File: config.mk
export PLATFORM = sky130hd
export DESIGN_NAME = inert_sensor_serf_flat
export DESIGN_NICKNAME = d
export VERILOG_FILES = /design/src/rtl/inert_sensor_serf_if.sv /design/src/rtl/inert_sensor_serf.sv /design/src/flat_wrapper.sv
export SDC_FILE = /design/constraint.sdc
export NUM_CORES = 1
export LEC_CHECK = 0
export BUFFER_PORTS_ARGS = -buffer_cell sky130_fd_sc_hd__buf_2
export CORE_ASPECT_RATIO = 0.6
export CORE_UTILIZATION = 50
export CTS_CLUSTER_DIAMETER = 80
export CTS_CLUSTER_SIZE = 28
export DETAILED_ROUTE_END_ITERATION = 10
export PLACE_DENSITY = 0.77
export SLEW_MARGIN = 10
export SYNTH_ARGS = -nofsm -noshare
export SYNTH_HDL_FRONTEND = slang
export SYNTH_SLANG_ARGS = --single-unit
File: constraint.sdc
create_clock -name clk -period 2.36 [get_ports clk]
set_input_delay 0.236 -clock clk [delete_from_list [all_inputs] [get_ports clk]]
set_output_delay 0.236 -clock clk [all_outputs]
set_load 0.02 [all_outputs]
File: src/rtl/inert_sensor_serf_if.sv
// SPI link between the yaw-rate monarch and the inertial-sensor serf.
// The master modport is the monarch side, the slave modport is the serf.
interface inert_sensor_serf_if;
  logic SS_n;   // serf select, active low
  logic SCLK;   // SPI clock, idles high
  logic MOSI;   // monarch to serf data
  logic MISO;   // serf to monarch data
  logic INT;    // new-measurement flag

  modport master (
    output SS_n,
    output SCLK,
    output MOSI,
    input  MISO,
    input  INT
  );

  modport slave (
    input  SS_n,
    input  SCLK,
    input  MOSI,
    output MISO,
    output INT
  );
endinterface

File: src/rtl/inert_sensor_serf.sv
// SPI serf model of the 6-axis inertial sensor, answering the Z-gyro
// yaw-rate monarch. Holds three config registers, samples yaw_in every
// ODR_CYCLES clocks once enabled, and flags fresh data on INT.
// Optional build macro: INERT_SERF_NOISE_EN adds LFSR noise (-8..+7) to
// each latched yaw sample.
module inert_sensor_serf #(
  parameter logic [15:0] ODR_CYCLES = 16'd2048,
  parameter logic [7:0]  WHO_AM_I   = 8'h6A
) (
  input  logic                 clk,
  input  logic                 rst_n,
  inert_sensor_serf_if.slave   spi,
  input  logic [15:0]          yaw_in,
  output logic                 cfg_done
);

  localparam logic [6:0] ADDR_CTRL   = 7'h0D;
  localparam logic [6:0] ADDR_WHOAMI = 7'h0F;
  localparam logic [6:0] ADDR_ODR    = 7'h11;
  localparam logic [6:0] ADDR_MISC   = 7'h14;
  localparam logic [6:0] ADDR_YAW_L  = 7'h26;
  localparam logic [6:0] ADDR_YAW_H  = 7'h27;

  // ---------------------------------------------------------------------
  // Input synchronizers: [0],[1] are the 2-flop synchronizer, [2] is the
  // edge-detect flop. Select and clock reset to their idle-high level so
  // reset release never fakes an edge.
  // ---------------------------------------------------------------------
  logic [2:0] ss_sync;
  logic [2:0] sclk_sync;
  logic [2:0] mosi_sync;

  // Shift each asynchronous SPI input through its synchronizer chain.
  // NOTE: sequential state uses non-blocking assignments so every flop
  // samples the pre-edge value regardless of statement order.
  always_ff @(posedge clk or negedge rst_n) begin
    if (!rst_n) begin
      ss_sync   <= 3'b111;
      sclk_sync <= 3'b111;
      mosi_sync <= 3'b000;
    end else begin
      ss_sync   <= {ss_sync[1:0],   spi.SS_n};
      sclk_sync <= {sclk_sync[1:0], spi.SCLK};
      mosi_sync <= {mosi_sync[1:0], spi.MOSI};
    end
  end

  logic ss_fall;
  logic ss_rise;
  logic ss_active;
  logic sclk_rise;
  logic sclk_fall;
  logic mosi_bit;

  assign ss_fall   = ~ss_sync[1] &  ss_sync[2];
  assign ss_rise   =  ss_sync[1] & ~ss_sync[2];
  assign ss_active = ~ss_sync[1];
  assign sclk_rise =  sclk_sync[1] & ~sclk_sync[2];
  assign sclk_fall = ~sclk_sync[1] &  sclk_sync[2];
  assign mosi_bit  =  mosi_sync[2];

  // ---------------------------------------------------------------------
  // Frame shifter
  // ---------------------------------------------------------------------
  logic [15:0] rx_shft;
  logic [7:0]  tx_shft;
  logic [4:0]  bit_cnt;
  logic [15:0] rx_next;
  logic        shift_en;
  logic        rd_load;
  logic [6:0]  rd_addr;
  logic [7:0]  rd_data;

  // Config registers and sampled data (declared here for the read mux).
  logic [7:0]  reg_ctrl;
  logic [7:0]  reg_odr;
  logic [7:0]  reg_misc;
  logic [7:0]  yaw_l;
  logic [7:0]  yaw_h;
  logic [7:0]  yaw_h_shadow;

  assign rx_next  = {rx_shft[14:0], mosi_bit};
  assign shift_en = sclk_rise & ss_active;
  // Command byte is complete on the 8th rising edge; a read preloads the
  // reply in that same cycle so it is on MISO before the next falling edge.
  assign rd_load  = shift_en & (bit_cnt == 5'd7) & rx_next[7];
  assign rd_addr  = rx_next[6:0];

  // Read mux for the address carried in the command byte being completed.
  // NOTE: always_comb assigns a default first so no path leaves rd_data
  // unassigned and infers a latch.
  always_comb begin
    rd_data = 8'h00;
    unique case (rd_addr)
      ADDR_CTRL:   rd_data = reg_ctrl;
      ADDR_WHOAMI: rd_data = WHO_AM_I;
      ADDR_ODR:    rd_data = reg_odr;
      ADDR_MISC:   rd_data = reg_misc;
      ADDR_YAW_L:  rd_data = yaw_l;
      ADDR_YAW_H:  rd_data = yaw_h_shadow;
      default:     rd_data = 8'h00;
    endcase
  end

  // Receive shift, bit counting, reply preload and reply shift-out.
  always_ff @(posedge clk or negedge rst_n) begin
    if (!rst_n) begin
      rx_shft <= 16'h0000;
      tx_shft <= 8'h00;
      bit_cnt <= 5'd0;
    end else if (ss_fall) begin
      tx_shft <= 8'h00;
      bit_cnt <= 5'd0;
    end else if (shift_en) begin
      rx_shft <= rx_next;
      if (bit_cnt != 5'd16) begin
        bit_cnt <= bit_cnt + 5'd1;
      end
      if (rd_load) begin
        tx_shft <= rd_data;
      end
    end else if (sclk_fall && (bit_cnt >= 5'd9) && (bit_cnt <= 5'd15)) begin
      tx_shft <= {tx_shft[6:0], 1'b0};
    end
  end

  assign spi.MISO = (bit_cnt >= 5'd8) ? tx_shft[7] : 1'b0;

  // ---------------------------------------------------------------------
  // Frame completion decode
  // ---------------------------------------------------------------------
  logic       frame_done;
  logic       wr_ctrl;
  logic       wr_odr;
  logic       wr_misc;
  logic       rd_yaw_h_done;
  logic [6:0] frame_addr;

  assign frame_addr    = rx_shft[14:8];
  assign frame_done    = ss_rise & (bit_cnt == 5'd16);
  assign wr_ctrl       = frame_done & ~rx_shft[15] & (frame_addr == ADDR_CTRL);
  assign wr_odr        = frame_done & ~rx_shft[15] & (frame_addr == ADDR_ODR);
  assign wr_misc       = frame_done & ~rx_shft[15] & (frame_addr == ADDR_MISC);
  assign rd_yaw_h_done = frame_done &  rx_shft[15] & (frame_addr == ADDR_YAW_H);

  // ---------------------------------------------------------------------
  // Config register file and cfg_done tracking
  // ---------------------------------------------------------------------
  logic seen_ctrl;
  logic seen_odr;
  logic seen_misc;

  // Store config writes and raise cfg_done with the last of the three.
  // NOTE: the register file is small and architecturally visible after
  // reset, so every entry gets an explicit reset value.
  always_ff @(posedge clk or negedge rst_n) begin
    if (!rst_n) begin
      reg_ctrl  <= 8'h00;
      reg_odr   <= 8'h00;
      reg_misc  <= 8'h00;
      seen_ctrl <= 1'b0;
      seen_odr  <= 1'b0;
      seen_misc <= 1'b0;
      cfg_done  <= 1'b0;
    end else begin
      if (wr_ctrl) begin
        reg_ctrl  <= rx_shft[7:0];
        seen_ctrl <= 1'b1;
      end
      if (wr_odr) begin
        reg_odr  <= rx_shft[7:0];
        seen_odr <= 1'b1;
      end
      if (wr_misc) begin
        reg_misc  <= rx_shft[7:0];
        seen_misc <= 1'b1;
      end
      if ((seen_ctrl | wr_ctrl) & (seen_odr | wr_odr) & (seen_misc | wr_misc)) begin
        cfg_done <= 1'b1;
      end
    end
  end

  // ---------------------------------------------------------------------
  // Output-data-rate timer and sampling
  // ---------------------------------------------------------------------
  logic        sample_en;
  logic [15:0] odr_timer;
  logic        tick;
  logic [15:0] yaw_sample;
  logic        int_flag;

  assign sample_en = reg_ctrl[1] & (reg_odr != 8'h00);
  assign tick      = sample_en & (odr_timer == (ODR_CYCLES - 16'd1));

`ifdef INERT_SERF_NOISE_EN
  logic [7:0] lfsr;

  // Maximal 8-bit LFSR (x^8+x^6+x^5+x^4+1), stepped once per sample.
  always_ff @(posedge clk or negedge rst_n) begin
    if (!rst_n) begin
      lfsr <= 8'hA5;
    end else if (tick) begin
      lfsr <= {lfsr[6:0], lfsr[7] ^ lfsr[5] ^ lfsr[4] ^ lfsr[3]};
    end
  end

  assign yaw_sample = yaw_in + {{12{lfsr[3]}}, lfsr[3:0]};
`else
  assign yaw_sample = yaw_in;
`endif

  // Free-running sample period counter, parked at zero while disabled.
  always_ff @(posedge clk or negedge rst_n) begin
    if (!rst_n) begin
      odr_timer <= 16'h0000;
    end else if (!sample_en || tick) begin
      odr_timer <= 16'h0000;
    end else begin
      odr_timer <= odr_timer + 16'd1;
    end
  end

  // Latch yaw on each tick; overrun simply overwrites the previous sample.
  always_ff @(posedge clk or negedge rst_n) begin
    if (!rst_n) begin
      yaw_l <= 8'h00;
      yaw_h <= 8'h00;
    end else if (tick) begin
      {yaw_h, yaw_l} <= yaw_sample;
    end
  end

  // Snapshot the high byte when the low byte is fetched so a later high
  // byte read pairs with it even if a new sample lands in between.
  always_ff @(posedge clk or negedge rst_n) begin
    if (!rst_n) begin
      yaw_h_shadow <= 8'h00;
    end else if (rd_load && (rd_addr == ADDR_YAW_L)) begin
      yaw_h_shadow <= yaw_h;
    end
  end

  // INT: set by a tick, cleared by a completed high-byte read; a tick in
  // the same cycle as the clearing read keeps INT set.
  always_ff @(posedge clk or negedge rst_n) begin
    if (!rst_n) begin
      int_flag <= 1'b0;
    end else if (!sample_en) begin
      int_flag <= 1'b0;
    end else if (tick) begin
      int_flag <= 1'b1;
    end else if (rd_yaw_h_done) begin
      int_flag <= 1'b0;
    end
  end

  assign spi.INT = int_flag;

endmodule

File: src/flat_wrapper.sv
// flat-port wrapper written by rule: the top's interface ports become plain ports
module inert_sensor_serf_flat 
#(
  parameter logic [15:0] ODR_CYCLES = 16'd2048,
  parameter logic [7:0]  WHO_AM_I   = 8'h6A
)
  (clk, rst_n, yaw_in, cfg_done, spi_SS_n, spi_SCLK, spi_MOSI, spi_MISO, spi_INT);
  inert_sensor_serf_if spi_i ();
  input  logic clk;
  input  logic rst_n;
  input  logic [15:0] yaw_in;
  output logic cfg_done;
  input wire logic [$bits(spi_i.SS_n)-1:0] spi_SS_n;
  input wire logic [$bits(spi_i.SCLK)-1:0] spi_SCLK;
  input wire logic [$bits(spi_i.MOSI)-1:0] spi_MOSI;
  output wire logic [$bits(spi_i.MISO)-1:0] spi_MISO;
  output wire logic [$bits(spi_i.INT)-1:0] spi_INT;
  assign spi_i.SS_n = spi_SS_n;
  assign spi_i.SCLK = spi_SCLK;
  assign spi_i.MOSI = spi_MOSI;
  assign spi_MISO = spi_i.MISO;
  assign spi_INT = spi_i.INT;
  inert_sensor_serf #(.ODR_CYCLES(ODR_CYCLES), .WHO_AM_I(WHO_AM_I)) u_core (.clk(clk), .rst_n(rst_n), .spi(spi_i), .yaw_in(yaw_in), .cfg_done(cfg_done));
endmodule
==> out/qor.csv, run 1 <==
metric,value,unit
asr flop ratio synth,1.00,
min cycle time layout,2220,ps
HPWL reported at the end of detailed placement,6610,um
critical path peak fanout,16,
count of standard-cell rows,27,
Post-Syn Area,4870,sq um
number of CTS-inserted buffers,9,
Total Nets Final,440,
wire length of the first global-routing pass,16000,um
growth of design area from synthesis to finish,13.2,%
Chip Width,129,um
critical path required time,2590,ps
setup bufs post-CTS,0,
aggregate routed wire length,9510,um
most used flip-flop cell after synthesis,sky130_fd_sc_hd__dfrtp_1,
reported leakage power,2.49,nW
synthesized netlist net count,407,
H-tree levels,3,
cells after synthesis,381,
All-Layer GR Usage,0.210,
Net Switching,0.959,mW
drt first-iter violations,276,
result of the run,"finished, final reports clean",
total of endpoints with negative setup slack in the final report,0,
"Warnings, synthesis",0,
accumulated negative setup slack,0,ps
deepest clock path buffer count,2,
setup repair after global routing missed its margin,false,
top-level port count,24,
share of total power in combinational logic,0.086,
WP data arrival,2450,ps
Max-Cap Viols,0,
final hold vios,0,
net switching fraction of the power,0.249,
clock sinks,107,
Placed Area,5170,sq um
share of cells above drive strength 1,0.325,
clock tree root driver cell,sky130_fd_sc_hd__clkbuf_16,
Worst-Margin Slew,627,ps
IR Drop Worst-Case VDD,409,uV
CORE AREA,9320,sq um
DR vias,3092,
total power divided by cell area,699,nW/um^2
post-detailed-route wirelength per cell,17.3,um
fmax,451,MHz
DR top layer,met4,
gp weighted congestion,0.889,
number of global-route vias before repair,3098,
share of the clock period used by the worst path,0.940,
Pins Over Slew Limit,0,
Initial Util,0.523,
maximum clock skew at final layout,5.77,ps
count of antenna-violating nets left after detailed routing,0,
largest net degree at the start of global routing,48,
diode insertion count for antenna repair,0,
Max-slew headroom,0.582,
relative contribution of the clock network to total power,0.392,
clock tree from TritonCTS,done,
detailed-route vias per instance,5.63,
number of synthesized flops with an enable pin,0,
synthesized area per cell,12.8,sq um
Netlist cell types,62,
remaining design rule violation count,0,
antenna violations before repair,0,
worst skew pair latency,350,ps
final design instance area without fill,5520,sq um
final core utilization,0.592,
routed wl met3,726,um
chip height,78.5,um
part of the Yosys area used for sequential elements,0.551,
type of destination of the critical path,register,
wire length on met2,4030,um
sequential share of power,0.523,
wl on met1,4670,um
count of TritonRoute iterations in the first routing pass,4,
critical path launch point type,register,
post-synthesis sequential element count,107,
Die Area,10200,sq um
remaining global-route overflow,0,
cell internal pwr,2.90,mW
HP Class,input port to register,
count of buffers from port buffering,23,
clock-pin slew of the registers on the worst-case setup and hold paths,70,ps
CP Class,register to register,
==> power groups by stage <==
stage | sequential (mW) | clock (mW) | combinational [mW]
6_report | 2.02 | 1.51 | 0.330
3_3_place_gp | 2.04 | 0 | 0.307
5_1_grt | 2.03 | 1.61 | 0.367
2_1_floorplan | 1.97 | 0 | 0.248
3_5_place_dp | 2.04 | 0 | 0.319
4_1_cts | 2.01 | 1.54 | 0.328
==> placed cells by master (no fill, tap or decap), drive strengths merged, types with 7 or more instances in the layout <==
cell and n:
nor2 29, xor2 10, a22oi 8, o22a 8, nand3 9, dfrtp 101
mux2i 8, inv 7, a21oi 7, mux2 64, nand4 7, clkbuf 10
buf 34, nand2 19, o21ai 10
==> cell families after synthesis <==
logic type,after synthesis,synth area share
AND/OR/NAND/NOR,107,0.138
flip-flops,107,0.551
multiplexers,72,0.172
AO/OA/AOI/OAI,53,0.0783
buffers and inverters,22,0.0213
XOR/XNOR,15,0.0269
adder cells (fa/ha/maj),5,0.0128
==> registers in the layout (all words and copies together), names as in the netlist, 3 cells and up <==
name,cells
u_core.sclk_sync,3
u_core.odr_timer,16
u_core.reg_misc,8
u_core.ss_sync,3
u_core.yaw_l,8
u_core.tx_shft,8
u_core.yaw_h_shadow,8
u_core.reg_ctrl,8
u_core.rx_shft,16
u_core.yaw_h,8
u_core.mosi_sync,3
u_core.reg_odr,8
u_core.bit_cnt,5
==> critical path, stage by stage (launching register included) <==
cell and delay [ps]:
sky130_fd_sc_hd__dfrtp_1 400, sky130_fd_sc_hd__ha_1 220, sky130_fd_sc_hd__nand3_2 110, sky130_fd_sc_hd__nor3_2 310, sky130_fd_sc_hd__and4b_1 360, sky130_fd_sc_hd__nand3_4 290, sky130_fd_sc_hd__mux2_4 390
==> cells in the mapped netlist (all sizes together), types with 7 or more instances <==
| cell | n | share of area |
|---|---|---|
| mux2i | 8 | 0.016 |
| o22a | 8 | 0.014 |
| nand4 | 7 | 0.012 |
| a22oi | 8 | 0.012 |
| dfrtp | 101 | 0.52 |
| nand3 | 9 | 0.015 |
| buf | 8 | 0.010 |
| nand2 | 19 | 0.015 |
| nor2 | 29 | 0.022 |
| o21ai | 10 | 0.010 |
| xor2 | 10 | 0.018 |
| a21oi | 7 | 0.0072 |
| clkbuf | 8 | 0.0064 |
| mux2 | 64 | 0.16 |
==> final cells by class <==
| type | count | area [sq um] |
|---|---|---|
| multi-input cells | 252 | 2090 |
| clock inverters | 6 | 63.8 |
| clock buffers | 10 | 239 |
| repair buffers | 38 | 253 |
| flip-flops and latches | 107 | 2690 |
| fillers | 743 | 3800 |
| well taps | 130 | 163 |
| inverters | 6 | 22.5 |
==> routing by layer <==
metal	vias to the layer above	GRT usage
li1	1439	-
met1	1564	0.299
met2	82	0.302
met3	7	0.0709
met4	0	0.0628
met5	-	0
==> final timing paths <==
check | start | endpoint | slack (ps) | cells after the start
worst max-delay path | u_core.odr_timer[0]$_DFF_PN0_ | u_core.yaw_l[3]$_DFFE_PN0P_ | 140 | 6
worst min-delay path | yaw_in[2] | u_core.yaw_l[2]$_DFFE_PN0P_ | 120 | 2
worst max register to register | u_core.odr_timer[0]$_DFF_PN0_ | u_core.yaw_l[3]$_DFFE_PN0P_ | 140 | 6
worst min register to register | u_core.mosi_sync[1]$_DFF_PN0_ | u_core.mosi_sync[2]$_DFF_PN0_ | 350 | 0
max in group asynchronous | rst_n | u_core.ss_sync[0]$_DFF_PN1_ | 1180 | 3
min in group asynchronous | rst_n | u_core.tx_shft[2]$_DFFE_PN0P_ | 460 | 2
==> metrics by stage <==
stage / power, mW / std cells / worst slack, ps / hold WS (ps)
2_1_floorplan: 2.22 / 381 / 264 / -59.6
3_3_place_gp: 2.35 / 529 / 179 / 283
3_5_place_dp: 2.36 / 529 / 59.1 / 292
4_1_cts: 3.88 / 549 / 25.3 / 104
5_1_grt: 4.00 / 549 / 17.1 / 114
6_report: 3.86 / 549 / 141 / 119
==> repair_timing <==
item / CTS / global route
endpoints found under the hold margin: 44 / 0
resized for setup: 0 / 2
endpoints found under the setup margin: 0 / 14
hold buffers: 4 / 0
Power figures use the tool's default switching activity.
==> run 2, diff against run 1 <==
--- a/config.mk
+++ b/config.mk
@@ -7,11 +7,11 @@
 export LEC_CHECK = 0
 export BUFFER_PORTS_ARGS = -buffer_cell sky130_fd_sc_hd__buf_2
 export CORE_ASPECT_RATIO = 0.6
-export CORE_UTILIZATION = 50
+export CORE_UTILIZATION = 55
 export CTS_CLUSTER_DIAMETER = 80
 export CTS_CLUSTER_SIZE = 28
 export DETAILED_ROUTE_END_ITERATION = 10
-export PLACE_DENSITY = 0.77
+export PLACE_DENSITY = 0.83
 export SLEW_MARGIN = 10
 export SYNTH_ARGS = -nofsm -noshare
 export SYNTH_HDL_FRONTEND = slang
==> run 2 against run 1 <==
  * Count of clock-buffer cells in the layout grew 1
  * Sequential power hardly changed
  * Non-clock buffer count did not move
  * Critical path depth is the same
  * Core utilization up 4.9 points
  * Power down 1.7%
  * Via count grew 1.6%
  * Die area shrank 8.9%
  * Flip-flop and latch count stayed put
  * Clock skew up 3.3 ps
  * Setup slack improved by 1.3 ps
  * Worst hold slack got worse by 7.7 ps
  * Critical path type unchanged
  * Critical endpoint is now u_core.reg_odr[5]$_DFFE_PN0P_
  * Largest cell class unchanged
==> out/qor.csv, run 2 (synthesis gave the netlist of run 1 again) <==
metric,value,unit,change
maximum clock skew at final layout,9.11,ps,+3.34 ps
highest-count cells in the layout ignoring fill and taps,"100 x sky130_fd_sc_hd__dfrtp_1, 52 x sky130_fd_sc_hd__mux2_2, 29 x sky130_fd_sc_hd__nor2_1, 22 x sky130_fd_sc_hd__buf_2, 19 x sky130_fd_sc_hd__nand2_1",,
setup bufs post-CTS,0,,unchanged
clock tree from TritonCTS,done,,
setup repair after global routing missed its margin,false,,
antenna violations before repair,0,,unchanged
result of the run,"finished, final reports clean",,
total of endpoints with negative setup slack in the final report,0,,unchanged
gp weighted congestion,0.925,,+4.0%
CP Class,register to register,,
post-detailed-route wirelength per cell,18.5,um,+7.0%
Max-Cap Viols,0,,unchanged
detailed-route vias per instance,5.92,,+5.1%
wire length of the first global-routing pass,16200,um,+1.3%
Total Nets Final,440,,unchanged
Worst-Margin Slew,592,ps,-34.4 ps
biggest registers after layout,"u_core.odr_timer (16), u_core.rx_shft (16)",,
aggregate routed wire length,9840,um,+3.5%
count of TritonRoute iterations in the first routing pass,4,,unchanged
count of antenna-violating nets left after detailed routing,0,,unchanged
accumulated negative setup slack,0,ps,unchanged
deepest clock path buffer count,2,,unchanged
share of cells above drive strength 1,0.325,,unchanged
H-tree levels,3,,unchanged
top-level port count,24,,unchanged
Chip Width,124,um,-4.6%
clock tree root driver cell,sky130_fd_sc_hd__clkbuf_16,,
HPWL reported at the end of detailed placement,6780,um,+2.6%
count of standard-cell rows,26,,-3.7%
remaining design rule violation count,0,,unchanged
WP data arrival,2460,ps,about the same
DR vias,3142,,+1.6%
diode insertion count for antenna repair,0,,unchanged
share of the clock period used by the worst path,0.940,,about the same
worst skew pair latency,360,ps,about the same
Max-slew headroom,0.602,,+0.0199
drt first-iter violations,280,,+1.4%
growth of design area from synthesis to finish,12.4,%,
IR Drop Worst-Case VDD,420,uV,+2.7%
CORE AREA,8560,sq um,-8.2%
chip height,74.9,um,-4.5%
final hold vios,0,,unchanged
remaining global-route overflow,0,,unchanged
number of CTS-inserted buffers,9,,unchanged
number of filler instances in the final layout,624,,-16%
HP Class,input port to register,,
total power divided by cell area,692,nW/um^2,-1.0%
cell count after placement,511,,-3.4%
reported leakage power,2.48,nW,-0.38%
clock sinks,107,,unchanged
count of buffers from port buffering,23,,unchanged
"most common cell after layout, fill and taps aside",sky130_fd_sc_hd__dfrtp_1,,
largest net degree at the start of global routing,54,,+13%
post-route worst hold slack,111,ps,-7.69 ps
Initial Util,0.570,,+0.0469
clock-pin slew of the registers on the worst-case setup and hold paths,70,ps,about the same
All-Layer GR Usage,0.237,,+0.0266
critical path required time,2600,ps,about the same
type of destination of the critical path,register,,
min cycle time layout,2220,ps,-1.26 ps
critical path peak fanout,9,,-7
"number of standard cells in the layout, taps in and fillers out",531,,-3.3%
critical path launch point type,register,,
Pins Over Slew Limit,0,,unchanged
number of global-route vias before repair,3171,,+2.4%
fmax,451,MHz,about the same
Die Area,9260,sq um,-8.9%
[run 2: what timing repair did]
item | 4_1_cts | 5_1_grt
hold endpoints to repair | 40 | 0
setup endpoints to repair | 4 | 7
hold buffers | 4 | 0
gates resized for setup | 1 | 2
pin swaps | 0 | 2
[run 2: cell type report]
class	count	area, sq um	share of cell area
Clock inverter	5	42.5	0.00776
Tap cell	112	140	0.0256
Sequential cell	107	2690	0.490
Timing Repair Buffer	38	253	0.0461
Multi-Input combinational cell	252	2090	0.382
Inverter	6	22.5	0.00411
Clock buffer	11	243	0.0443
[run 2: worst paths after layout]
kind                       slack [ps]                           from  cells after the start                       endpoint
max                               140  u_core.bit_cnt[1]$_DFFE_PN0P_                      6  u_core.reg_odr[5]$_DFFE_PN0P_
min                               110                     yaw_in[13]                      2    u_core.yaw_h[5]$_DFFE_PN0P_
max reg2reg                       140  u_core.bit_cnt[1]$_DFFE_PN0P_                      6  u_core.reg_odr[5]$_DFFE_PN0P_
min reg2reg                       350  u_core.sclk_sync[0]$_DFF_PN1_                      0  u_core.sclk_sync[1]$_DFF_PN1_
max in group asynchronous        1290                          rst_n                      3    u_core.ss_sync[1]$_DFF_PN1_
min in group asynchronous         410                          rst_n                      2  u_core.bit_cnt[0]$_DFFE_PN0P_
[run 2: routing by layer]
metal / share of wire / track usage / up-vias / routed length, um
li1: - / - / 1446 / -
met1: 0.49 / 0.338 / 1580 / 4840
met2: 0.43 / 0.340 / 100 / 4190
met3: 0.068 / 0.0758 / 16 / 667
met4: 0.015 / 0.0857 / 0 / 144
met5: 0 / 0 / - / 0
[run 2: power by group]
| group | internal (mW) | switching [mW] |
|---|---|---|
| Sequential | 1.90 | 0.125 |
| Combinational | 0.143 | 0.173 |
| Clock | 0.759 | 0.695 |
[run 2: per-stage QoR]
| stage | power (mW) | worst slack (ps) | instance area [sq um] | utilization |
|---|---|---|---|---|
| floorplan | 2.22 | 264 | 4870 | - |
| detailed placement | 2.36 | -35.0 | 5150 | 0.601 |
| CTS | 3.81 | 41.1 | 5480 | 0.640 |
| finish | 3.79 | 142 | 5480 | 0.641 |
| global route | 3.94 | 21.8 | 5480 | 0.641 |
| global placement | 2.34 | 181 | 5150 | 0.601 |
[run 2: critical path: stages (launching register included)]
cell	delay (ps)
sky130_fd_sc_hd__dfrtp_1	450
sky130_fd_sc_hd__inv_1	130
sky130_fd_sc_hd__ha_1	170
sky130_fd_sc_hd__and4bb_2	270
sky130_fd_sc_hd__nand4_2	190
sky130_fd_sc_hd__nor3b_4	500
sky130_fd_sc_hd__mux2_2	400
==> run 3, diff against run 2 <==
--- a/config.mk
+++ b/config.mk
@@ -7,11 +7,11 @@
 export LEC_CHECK = 0
 export BUFFER_PORTS_ARGS = -buffer_cell sky130_fd_sc_hd__buf_2
 export CORE_ASPECT_RATIO = 0.6
-export CORE_UTILIZATION = 55
+export CORE_UTILIZATION = 40
 export CTS_CLUSTER_DIAMETER = 80
 export CTS_CLUSTER_SIZE = 28
 export DETAILED_ROUTE_END_ITERATION = 10
-export PLACE_DENSITY = 0.83
+export PLACE_DENSITY = 0.66
 export SLEW_MARGIN = 10
 export SYNTH_ARGS = -nofsm -noshare
 export SYNTH_HDL_FRONTEND = slang
==> run 3 against run 2 <==
  * Flip-flop and latch count unchanged
  * Cell count up 9.2%
  * Die area up 37%
  * Routed wire length up 0.77%
  * Sequential share of layout area down 0.40 points
  * Clock skew down 2.4 ps
  * Core utilization down 16 points
  * Critical endpoint is now u_core.tx_shft[2]$_DFFE_PN0P_
  * Largest power group unchanged
  * Global-route usage down 6.2 points
==> out/qor.csv, run 3 (synthesis gave the netlist of run 1 again) <==
metric,value,unit,change
number of CTS-inserted buffers,9,,unchanged
Initial Util,0.422,,-0.148
growth of design area from synthesis to finish,13.3,%,
remaining global-route overflow,0,,unchanged
CP Class,register to register,,
critical path required time,2590,ps,about the same
worst skew pair latency,350,ps,about the same
biggest registers after layout,"u_core.odr_timer (16), u_core.rx_shft (16)",,
Max-Cap Viols,0,,unchanged
setup bufs post-CTS,0,,unchanged
global routing usage on met1,0.259,,-0.0787
wire length of the first global-routing pass,16400,um,+1.4%
WP data arrival,2500,ps,+40 ps
Total Nets Final,441,,+0.23%
setup slack of the critical path after layout,89.9,ps,-52.3 ps
worst-case setup slack after placement,-3.59,ps,+31.4 ps
clock tree from TritonCTS,done,,
Max-slew headroom,0.584,,-0.0185
top-level port count,24,,unchanged
critical path launch point type,register,,
diode insertion count for antenna repair,0,,unchanged
post-detailed-route wirelength per cell,17.1,um,-7.7%
antenna violations before repair,0,,unchanged
aggregate routed wire length,9920,um,+0.77%
chip height,87.5,um,+17%
clock tree root driver cell,sky130_fd_sc_hd__clkbuf_16,,
largest net degree at the start of global routing,70,,+30%
IR Drop Worst-Case VDD,298,uV,-29%
met3 track demand over resource,0.0462,,-0.0296
fmax,441,MHz,-2.3%
"critical path, cell by cell",ha_1 -> and3_1 -> ha_1 -> mux2_2 -> o21ai_0 -> o32a_2 -> a221o_1,,
reported leakage power,2.49,nW,+0.18%
HP Class,input port to register,,
H-tree levels,3,,unchanged
detailed-route vias per instance,5.30,,-10%
All-Layer GR Usage,0.174,,-0.0624
setup repair after global routing missed its margin,false,,
"number of standard cells in the layout, taps in and fillers out",580,,+9.2%
share of the clock period used by the worst path,0.962,,+0.0222
share of cells above drive strength 1,0.321,,-0.00315
count of antenna-violating nets left after detailed routing,0,,unchanged
critical path peak fanout,8,,-1
min cycle time layout,2270,ps,+52.3 ps
drt first-iter violations,283,,+1.1%
count of standard-cell rows,30,,+15%
result of the run,"finished, final reports clean",,
cell count after placement,560,,+9.6%
total of endpoints with negative setup slack in the final report,0,,unchanged
final hold vios,0,,unchanged
post-route worst hold slack,113,ps,+1.44 ps
Worst-Margin Slew,620,ps,+27.5 ps
highest-count cells in the layout ignoring fill and taps,"101 x sky130_fd_sc_hd__dfrtp_1, 52 x sky130_fd_sc_hd__mux2_2, 29 x sky130_fd_sc_hd__nor2_1, 22 x sky130_fd_sc_hd__buf_2, 19 x sky130_fd_sc_hd__nand2_1",,
HPWL reported at the end of detailed placement,6840,um,+0.86%
delay of the slowest critical-path stage,490,ps,about the same
Die Area,12600,sq um,+37%
CORE AREA,11600,sq um,+35%
count of buffers from port buffering,23,,unchanged
DR vias,3074,,-2.2%
gp weighted congestion,0.836,,-9.6%
Top Family by Delay on Critical Path,compound AO/OA/AOI/OAI gates,,
number of global-route vias before repair,3080,,-2.9%
maximum clock skew at final layout,6.68,ps,-2.43 ps
CP bufs+invs,0,,-1
remaining design rule violation count,0,,unchanged
dominant cell type by count on the critical path,sky130_fd_sc_hd__ha_1,,
deepest clock path buffer count,2,,unchanged
type of destination of the critical path,register,,
cell at the slowest stage of the critical path,sky130_fd_sc_hd__dfrtp_1,,
most utilized layer in the global route result,met1,,
"most common cell after layout, fill and taps aside",sky130_fd_sc_hd__dfrtp_1,,
clock-pin slew of the registers on the worst-case setup and hold paths,70,ps,about the same
accumulated negative setup slack,0,ps,unchanged
Chip Width,145,um,+17%
total power divided by cell area,674,nW/um^2,-2.6%
count of TritonRoute iterations in the first routing pass,5,,+1
GR Layer Usage met2,0.246,,-0.0941
clock sinks,107,,unchanged
Pins Over Slew Limit,0,,unchanged
==> run 3: final cells by class <==
class                           instances  area [sq um]
Fill cell                            1089          6040
Clock inverter                          5          28.8
Inverter                                6          22.5
Timing Repair Buffer                   39           260
Sequential cell                       107          2690
Multi-Input combinational cell        252          2090
Clock buffer                           11           233
Tap cell                              160           200
==> run 3: per-layer routing <==
layer	vias to the layer above	part of all wire
li1	1444	-
met1	1548	0.51
met2	71	0.42
met3	11	0.054
met4	0	0.012
met5	-	0
==> run 3: worst paths after layout <==
kind	start	endpoint	slack (ps)	depth (start not counted)
setup / recovery	u_core.bit_cnt[0]$_DFFE_PN0P_	u_core.tx_shft[2]$_DFFE_PN0P_	90	7
hold / removal	yaw_in[4]	u_core.yaw_l[4]$_DFFE_PN0P_	110	2
setup reg to reg	u_core.bit_cnt[0]$_DFFE_PN0P_	u_core.tx_shft[2]$_DFFE_PN0P_	90	7
hold reg to reg	u_core.mosi_sync[0]$_DFF_PN0_	u_core.mosi_sync[1]$_DFF_PN0_	350	0
max in group asynchronous	rst_n	u_core.mosi_sync[1]$_DFF_PN0_	1230	3
min in group asynchronous	rst_n	u_core.yaw_h[7]$_DFFE_PN0P_	400	2
==> run 3: power by group <==
part / total (mW) / leakage (nW) / internal (mW) / switching [mW]
clock network: 1.36 / 0.133 / 0.713 / 0.651
registers: 2.01 / 1.42 / 1.90 / 0.109
logic: 0.350 / 0.930 / 0.154 / 0.196
==> run 3: repair_timing <==
action,in CTS,in global routing
resized for setup,1,1
pin swaps,0,1
hold endpoints to repair,35,0
hold buffers,4,0
cloned,0,0
setup endpoints to repair,3,7
==> run 3: metrics by stage <==
step | util | power [mW] | instance area, sq um
after floorplan | - | 2.22 | 4870
after global placement | 0.451 | 2.36 | 5210
after detailed placement | 0.451 | 2.38 | 5210
after CTS | 0.478 | 3.76 | 5520
after global routing | 0.478 | 3.87 | 5520
final | 0.478 | 3.72 | 5520
